## config.mk

```make
export PLATFORM = sky130hd
export DESIGN_NAME = census_hamming_ci
export DESIGN_NICKNAME = d
export VERILOG_FILES = /design/src/rtl/census_pkg.sv /design/src/rtl/census_popcnt.sv /design/src/rtl/census_hamming_ci.sv
export SDC_FILE = /design/constraint.sdc
export NUM_CORES = 2
export LEC_CHECK = 0
export BUFFER_PORTS_ARGS = -buffer_cell sky130_fd_sc_hd__buf_2
export CAP_MARGIN = 10
export CELL_PAD_IN_SITES_DETAIL_PLACEMENT = 1
export CELL_PAD_IN_SITES_GLOBAL_PLACEMENT = 1
export CORE_ASPECT_RATIO = 1.4
export CORE_MARGIN = 10
export CORE_UTILIZATION = 30
export DETAILED_ROUTE_END_ITERATION = 7
export PLACE_DENSITY_LB_ADDON = 0.1
export SLEW_MARGIN = 10
export SYNTH_ARGS = -nofsm -noshare
export SYNTH_HDL_FRONTEND = slang
export SYNTH_SLANG_ARGS = --single-unit
export TNS_END_PERCENT = 30
```

## constraint.sdc

```tcl
create_clock -name iClk -period 11.9 [get_ports iClk]
set_input_delay 2.38 -clock iClk [delete_from_list [all_inputs] [get_ports iClk]]
set_output_delay 2.38 -clock iClk [all_outputs]
set_load 0.02 [all_outputs]
```

## src/rtl/census_pkg.sv

```systemverilog
// Shared opcode/state encodings and code-size helpers for census_hamming_ci.
package census_pkg;

   typedef enum logic [3:0] {
      OP_CLEAR   = 4'd0,
      OP_PUSH    = 4'd1,
      OP_CENSUS  = 4'd2,
      OP_READ    = 4'd3,
      OP_LOAD    = 4'd4,
      OP_HAM     = 4'd5,
      OP_HAM_ACC = 4'd6,
      OP_ACC_SET = 4'd7
   } op_e;

   typedef enum logic [1:0] {
      IDLE = 2'd0,
      EXEC = 2'd1,
      POP  = 2'd2
   } state_e;

   function automatic int unsigned ceil_div(input int unsigned n, input int unsigned d);
      return (n + d - 1) / d;
   endfunction

   function automatic int unsigned code_w(input int unsigned win);
      return win * win - 1;
   endfunction

   function automatic int unsigned code_nw(input int unsigned win);
      return ceil_div(code_w(win), 32);
   endfunction

endpackage

```

## src/rtl/census_popcnt.sv

```systemverilog
// Combinational population count of one W-bit chunk.
module census_popcnt
   import census_pkg::*;
#(
   parameter int unsigned W = 32
) (
   input  logic [W-1:0]           data_i,
   output logic [$clog2(W+1)-1:0] count_o
);

   localparam int unsigned CW = $clog2(W + 1);

   always_comb begin
      count_o = '0;
      for (int unsigned i = 0; i < W; i++) begin
         count_o = count_o + CW'(data_i[i]);
      end
   end

endmodule

```

## src/rtl/census_hamming_ci.sv

```systemverilog
// Census-transform / Hamming-distance custom instruction with a WINxWIN pixel window.
// Optional accumulator (ops 6/7) is built only when CENSUS_ACC_EN is defined.
module census_hamming_ci
   import census_pkg::*;
#(
   parameter int unsigned WIN       = 11,
   parameter int unsigned PIX_W     = 8,
   parameter int unsigned POP_CHUNK = 32
) (
   input  logic        iClk,
   input  logic        iReset,
   input  logic        iClk_en,
   input  logic        iStart,
   input  logic [3:0]  iOp,
   input  logic [31:0] iA,
   input  logic [31:0] iB,
   output logic [31:0] oRes,
   output logic        oDone
);

   localparam int unsigned NPIX    = WIN * WIN;
   localparam int unsigned CODE_W  = code_w(WIN);
   localparam int unsigned NW      = code_nw(WIN);
   localparam int unsigned CODEPAD = NW * 32;
   localparam int unsigned CENTRE  = (NPIX - 1) / 2;
   localparam int unsigned P       = 32 / PIX_W;
   localparam int unsigned NCH     = ceil_div(CODE_W, POP_CHUNK);
   localparam int unsigned CHPAD   = NCH * POP_CHUNK;
   localparam int unsigned DIFFW   = (CHPAD > CODEPAD) ? CHPAD : CODEPAD;
   localparam int unsigned CNT_W   = (NCH > 1) ? $clog2(NCH) : 1;
   localparam int unsigned POPW    = $clog2(CODE_W + 1);
   localparam int unsigned PCW     = $clog2(POP_CHUNK + 1);
   localparam logic [CODEPAD-1:0] CODE_MASK = {CODEPAD{1'b1}} >> (CODEPAD - CODE_W);

   state_e             state_q, state_d;
   logic               done_q, done_d;
   logic [31:0]        res_q, res_d;
   logic [PIX_W-1:0]   win_q [NPIX];
   logic [PIX_W-1:0]   win_d [NPIX];
   logic [CODEPAD-1:0] codea_q, codea_d;
   logic [CODEPAD-1:0] codeb_q, codeb_d;
   logic [CNT_W-1:0]   cnt_q, cnt_d;
   logic [POPW-1:0]    pop_q, pop_d;
`ifdef CENSUS_ACC_EN
   logic [31:0]        acc_q, acc_d;
   logic               accm_q, accm_d;
`endif

   logic [PIX_W-1:0]     ref_pix;
   logic [CODEPAD-1:0]   census_code;
   logic [31:0]          rd_word;
   logic [DIFFW-1:0]     diff;
   logic [POP_CHUNK-1:0] chunk;
   logic [PCW-1:0]       chunk_cnt;
   logic [POPW-1:0]      pop_total;
   int unsigned          nval;

   // Code bit i skips the centre pixel, so indices at or above it shift up by one.
   always_comb begin
      ref_pix     = iB[0] ? iA[PIX_W-1:0] : win_q[CENTRE];
      census_code = '0;
      for (int unsigned i = 0; i < CODE_W; i++) begin
         census_code[i] = (win_q[(i < CENTRE) ? i : i + 1] < ref_pix);
      end
   end

   always_comb begin
      rd_word = '0;
      for (int unsigned w = 0; w < NW; w++) begin
         if (iA[3:0] == 4'(w)) rd_word = codea_q[w*32 +: 32];
      end
   end

   assign diff = DIFFW'(codea_q ^ codeb_q);

   always_comb begin
      chunk = '0;
      for (int unsigned c = 0; c < NCH; c++) begin
         if (cnt_q == CNT_W'(c)) chunk = diff[c*POP_CHUNK +: POP_CHUNK];
      end
   end

   census_popcnt #(.W(POP_CHUNK)) u_popcnt (
      .data_i  (chunk),
      .count_o (chunk_cnt)
   );

   assign pop_total = pop_q + POPW'(chunk_cnt);

   always_comb begin
      nval = int'(iB[2:0]);
      if (nval == 0 || nval > P) nval = P;
   end

   always_comb begin
      state_d = state_q;
      done_d  = 1'b0;
      res_d   = res_q;
      win_d   = win_q;
      codea_d = codea_q;
      codeb_d = codeb_q;
      cnt_d   = cnt_q;
      pop_d   = pop_q;
`ifdef CENSUS_ACC_EN
      acc_d   = acc_q;
      accm_d  = accm_q;
`endif
      case (state_q)
         IDLE: begin
            if (iStart) begin
               state_d = EXEC;
               done_d  = 1'b1;
               res_d   = '0;
               case (iOp)
                  OP_CLEAR: begin
                     for (int unsigned k = 0; k < NPIX; k++) win_d[k] = '1;
                     codea_d = '0;
                     codeb_d = '0;
                  end
                  OP_PUSH: begin
                     for (int unsigned k = 0; k < NPIX - P; k++) win_d[k] = win_q[k+P];
                     for (int unsigned s = 0; s < P; s++) begin
                        win_d[NPIX-P+s] = (s < nval) ? iA[s*PIX_W +: PIX_W] : '1;
                     end
                  end
                  OP_CENSUS: begin
                     codea_d = census_code;
                     res_d   = census_code[31:0];
                  end
                  OP_READ: res_d = rd_word;
                  OP_LOAD: begin
                     for (int unsigned w = 0; w < NW; w++) begin
                        if (iA[3:0] == 4'(w)) codeb_d[w*32 +: 32] = iB;
                     end
                     codeb_d = codeb_d & CODE_MASK;
                  end
                  OP_HAM: begin
                     state_d = POP;
                     done_d  = 1'b0;
                     cnt_d   = '0;
                     pop_d   = '0;
`ifdef CENSUS_ACC_EN
                     accm_d  = 1'b0;
`endif
                  end
`ifdef CENSUS_ACC_EN
                  OP_HAM_ACC: begin
                     state_d = POP;
                     done_d  = 1'b0;
                     cnt_d   = '0;
                     pop_d   = '0;
                     accm_d  = 1'b1;
                  end
                  OP_ACC_SET: begin
                     acc_d = iA;
                     res_d = iA;
                  end
`endif
                  default: ;
               endcase
            end
         end
         EXEC: state_d = IDLE;
         POP: begin
            pop_d = pop_total;
            cnt_d = cnt_q + CNT_W'(1);
            if (cnt_q == CNT_W'(NCH - 1)) begin
               state_d = IDLE;
               done_d  = 1'b1;
               res_d   = 32'(pop_total);
`ifdef CENSUS_ACC_EN
               if (accm_q) begin
                  acc_d = acc_q + 32'(pop_total);
                  res_d = acc_d;
               end
`endif
            end
         end
         default: state_d = IDLE;
      endcase
   end

   always_ff @(posedge iClk) begin
      if (iReset) begin
         state_q <= IDLE;
         done_q  <= 1'b0;
         res_q   <= '0;
         for (int unsigned k = 0; k < NPIX; k++) win_q[k] <= '1;
         codea_q <= '0;
         codeb_q <= '0;
         cnt_q   <= '0;
         pop_q   <= '0;
`ifdef CENSUS_ACC_EN
         acc_q   <= '0;
         accm_q  <= 1'b0;
`endif
      end else if (iClk_en) begin
         state_q <= state_d;
         done_q  <= done_d;
         res_q   <= res_d;
         win_q   <= win_d;
         codea_q <= codea_d;
         codeb_q <= codeb_d;
         cnt_q   <= cnt_d;
         pop_q   <= pop_d;
`ifdef CENSUS_ACC_EN
         acc_q   <= acc_d;
         accm_q  <= accm_d;
`endif
      end
   end

   assign oDone = done_q;
   assign oRes  = res_q;

endmodule

```

# Word level (Yosys, flattened, before mapping)
# Cells that the tools add are included.
# totals
register_bits	1268
in_bits	72
out_inout_bits	33
wordCells	369
# op_classes
addsub	33
n_lt_le_gt_ge	125
eq_ne	19
mux	39
n_bitwise	1
n_reduce_logical	20
# op_table
cell	n
$pmux 968 s2	1
$lt 8x8->1	120
$pmux 128 s2	2
$mux 32	13
$add 6x1->6	30
$pmux 32 s2	2
$xor 128x128->128	1
$lt 1x32->1 const A	2
$lt 2x32->1 const A	2
$mux 8	5
$mux 24	1
$reduce_and 4->1	5
$reduce_and 5->1	4
$eq 4x2->1 const B	4
$mux 7	2
$pmux 7 s2	1
$ne 2x2->1 const B	6
$mux 2	5
$eq 4x1->1 const B	2
$eq 4x3->1 const B	2
$logic_not 4->1	2
$pmux 2 s2	2
$reduce_bool 2->1	4
$add 7x6->7	1
other kinds (13)	18

# Longest topological paths before layout
# logic_depth
word_depth	39
depth_mapped	33
depth_no_buf	29

# Cells and area by module
# From an unflattened synthesis, not the netlist that was laid out.
# hier_totals
hier_cells	7865
hier_area_um2	65844.4
# by_module_without_submodules
module	n_inst	cells_each	area_per_inst_um2
census_hamming_ci	1	7790	65077.4
census_popcnt	1	75	767.0

# Worst setup path before layout
# Ideal clock, no wire load.
# synth_timing
path_type	input to register
start	input iB[0]
end	register res_q[6] (netlist: oRes[6])
setup_ns	0.088
t_arrival_ns	10.042
required_ns	11.812
path_slack_ns	1.770
path_stages	9
path_cell_list	clkbuf_1 clkbuf_1 mux2i_1 ha_1 and4_1 a211oi_1 o21ai_1 o211a_1 nor4_2
# synth_via
elab_chain_len	5
# synth_rtl
item	line_no	rtl
from (decl)	census_hamming_ci.sv:16	input logic [31:0] iB,
$mux 8	census_hamming_ci.sv:60	ref_pix = iB[0] ? iA[PIX_W-1:0] : win_q[CENTRE];
$lt 8x8->1	census_hamming_ci.sv:63	census_code[i] = (win_q[(i < CENTRE) ? i : i + 1] < ref_pix);
$pmux 32 s2	census_hamming_ci.sv:114	case (iOp)
$mux 32	census_hamming_ci.sv:110	if (iStart) begin
$pmux 32 s2	census_hamming_ci.sv:108	case (state_q)
to (signal assigned)	census_hamming_ci.sv:200	res_q <= res_d;
to (decl)	census_hamming_ci.sv:37	logic [31:0] res_q, res_d;
# No other way between the ends. The select of a mux whose other input is x is not followed.
# A chain may end at the register's enable or synchronous reset.

# Worst setup path after layout
# layout_timing
start	register cnt_q[1]
end	register res_q[4] (netlist: oRes[4])
# layout_via
elab_chain_len	39
# layout_rtl
item	line_no	rtl
from (decl)	census_hamming_ci.sv:42	logic [CNT_W-1:0] cnt_q, cnt_d;
from (signal assigned)	census_hamming_ci.sv:204	cnt_q <= cnt_d;
$logic_not 2->1	census_hamming_ci.sv:79	if (cnt_q == CNT_W'(c)) chunk = diff[c*POP_CHUNK +: POP_CHUNK];
$mux 32 (4 in series)	census_hamming_ci.sv:79	
$add 1x1->2	census_popcnt.sv:16	count_o = count_o + CW'(data_i[i]);
$add 6x1->6 (30 in series)	census_popcnt.sv:16	
$add 7x6->7	census_hamming_ci.sv:88	assign pop_total = pop_q + POPW'(chunk_cnt);
$mux 32	census_hamming_ci.sv:167	if (cnt_q == CNT_W'(NCH - 1)) begin
$pmux 32 s2	census_hamming_ci.sv:108	
# Parallel ways exist; a longest one is shown, timed or not. The select of a mux whose other input is x is not followed.

==> impl_metrics.py <==
metrics = {
    "finish": {
        "area_delta_synth_final_pct": 11.6,
        "nFillCells": 26330,
        "drive_gt1_frac": 0.0860,
        "layout.nets": 8598,
        "ff_latch_area_um2": 25100,
        "multi_input_area_um2": 41600,
        "stdcell_count": 10794,
        "postLayoutCoreUtil": 0.336,
    },
    "grt": {
        "grt_pass1_wl_um": 406000,
        "grt_pass1_vias": 61034,
        "track_usage": 0.209,
        "grt_max_degree": 243,
        "antenna_found_initial": 33,
        "overflow": 0,
    },
    "clocking": {
        "clock-root-buffer": "clkbuf_16",
        "h-tree-depth": 4,
        "clockBufferDepth": 4,
        "cts_hold_buffers": 0,
        "numCtsBuffers": 156,
        "cts_num_sinks": 1252,
        "clk_pin_slew_ns": 0.07,
        "cts_resized": 0,
        "insertion_delay_ns": 0.82,
        "cts_setup_buffers": 0,
        "cts_tree": "done",
    },
    "synth": {
        "synth_top_area_cell": "dfxtp_1",
        "yosys_warnings": 0,
        "synthArstFlopShare": 0,
        "syn_nets": 8801,
        "synth_top_area_frac": 0.363,
        "synth-edff-count": 0,
        "syn_inst": 7843,
        "syn_avg_cell_area_um2": 8.81,
        "yosysSeqAreaShare": 0.363,
        "ys_ff_latch": 1252,
        "synthTopCellsByArea": "dfxtp_1, ha_1, nor3b_1",
        "synth_top_flop_cell": "dfxtp_1",
        "syn_area_um2": 69100,
        "synthDistinctLibCells": 61,
    },
    "timing": {
        "tns_ns": 0,
        "rsz0062_at_grt": "false",
        "finalHoldViolCount": 0,
        "skew_ns": 0.0517,
        "tightest_slew_ns": 1.29,
        "relSlewSlack": 0.137,
        "setup_viol": 0,
        "finalCritPeriodShare": 0.743,
        "slew_violations": 0,
        "layout_setup_ws_ns": 3.06,
        "whs_ns": 0.464,
        "min_period_ns": 8.84,
        "max_freq_mhz": 113,
    },
    "placed_design": {
        "placement.io_buffers": 104,
        "dpl.hpwl_um": 177000,
        "dp.cells": 10527,
        "dpl_worst_slack_ns": 3.13,
        "gp_congestion": 0.835,
    },
    "setup_path": {
        "crit_slowest_cell": "fa_1",
        "cp-end-kind": "flop",
        "critPathKind": "reg2reg",
        "cp_max_fo": 27,
        "crit_path_max_incr_delay_ns": 0.55,
        "worst_ep_arrival_time_ns": 9.56,
        "crit_top_cell": "fa_1",
        "cp.required_ns": 12.62,
        "cp-start-kind": "flop",
    },
    "die": {
        "num_rows": 208,
        "start_util": 0.301,
        "die_h_um": 588,
        "coreArea_um2": 229000,
        "io-pin-count": 105,
        "die_x_um": 426,
        "die_area_um2": 250000,
    },
    "route": {
        "final_antenna_net_count": 0,
        "wl_per_cell_um": 25.0,
        "drc": 0,
        "routed_via_density": 5.42,
        "vias": 58528,
        "firstDrtPassIters": 5,
        "drtIter0Drc": 2908,
        "drt_wl_total_um": 270000,
    },
    "power": {
        "peakVddDrop_uv": 101,
        "power_density_nw_per_um2": 127,
        "p_leak_nw": 27.6,
    },
    "worst_hold_path": {
        "hp-class": "reg2reg",
    },
    "run_status": {
        "outcome": "finished, final reports clean",
    },
    "flow_run": {
        "max_cap_violations": 0,
    },
}
stage by stage:
stage | cell area, µm² | power, mW
2_1_floorplan | 69100 | 4.83
3_3_place_gp | 72200 | 5.14
3_5_place_dp | 72200 | 5.16
4_1_cts | 77100 | 9.99
5_1_grt | 77100 | 10.2
6_report | 77100 | 9.81
registers in the layout (all words and copies together) (netlist names):
signal,count
codea_q,120
oRes,32
pop_q,7
state_q,2
oDone,1
win_q,968
codeb_q,120
cnt_q,2
power breakdown:
group,total [mW],switching [mW],internal [mW]
combinational,0.854,0.564,0.290
sequential,4.21,0.0101,4.20
clock,4.75,1.98,2.77
critical path, delay by kind of cell, from the launching register on:
family,cells,cell delay (ns)
XOR/XNOR,1,0.24
buffers and inverters,7,1.11
AND/OR/NAND/NOR,3,0.44
flip-flops,1,0.35
AO/OA/AOI/OAI,8,1.43
adder cells (fa/ha/maj),11,5.15
synthesized netlist by cell type, drive strengths merged (94+ instances only):
library cell  count
dfxtp          1252
o21ai          1164
nor2           1128
nor3b           937
ha              861
clkbuf          415
nand2           371
a21oi           339
a211oi          175
buf             155
nor2b           118
nand3           104
and4             94
cells by family (layout without fill, tap and decap cells):
kind of cell | after synthesis | count (layout) | share of synthesized area
other cells | 0 | 5 | 0
flops | 1252 | 1252 | 0.363
xor+xnor | 125 | 125 | 0.0158
buf+inv | 619 | 520 | 0.0382
fa+ha+maj | 886 | 886 | 0.163
simple gates | 2828 | 2828 | 0.236
compound gates | 2097 | 2097 | 0.179
mux | 36 | 36 | 0.00531
layer usage:
| metal | up-vias | wire length [µm] | track usage |
|---|---|---|---|
| met5 | - | 38 | 0 |
| met4 | 6 | 10000 | 0.0723 |
| met3 | 382 | 7400 | 0.0211 |
| met2 | 762 | 131000 | 0.364 |
| met1 | 29421 | 121000 | 0.265 |
| li1 | 27957 | - | - |
final cells by class:
type / count / share of cell area
Antenna cell: 5 / 0.000162
Clock buffer: 239 / 0.0599
Clock inverter: 23 / 0.00338
Inverter: 49 / 0.00248
Multi-Input combinational cell: 5972 / 0.539
Sequential cell: 1252 / 0.325
Tap cell: 3045 / 0.0494
Timing Repair Buffer: 209 / 0.0201
layout by cell type, fill, tap and decap left out, types with 56 or more instances in the layout:
cell / instances
clkbuf_16: 160
o2111ai_1: 88
dfxtp_1: 1252
o21ai_0: 952
nor3b_2: 200
and4_1: 94
ha_1: 859
nand2_1: 370
nor3b_1: 736
a21oi_1: 335
buf_4: 88
nand3_1: 104
xor2_1: 91
nor2_1: 1126
buf_2: 101
a32o_1: 88
a211oi_1: 175
o21ai_1: 212
nor2b_1: 117
o22ai_1: 56
path summary, 6_finish.rpt:
check / startpoint / to / slack [ns] / cells after the start
hold / removal: oRes[31] / oRes[31] / 0.46 / 2
setup / recovery: cnt_q[1] / oRes[4] / 3.06 / 30
hold reg to reg: oRes[31] / oRes[31] / 0.46 / 2
setup reg to reg: cnt_q[1] / oRes[4] / 3.06 / 30
(Power assumes the default switching activity.)
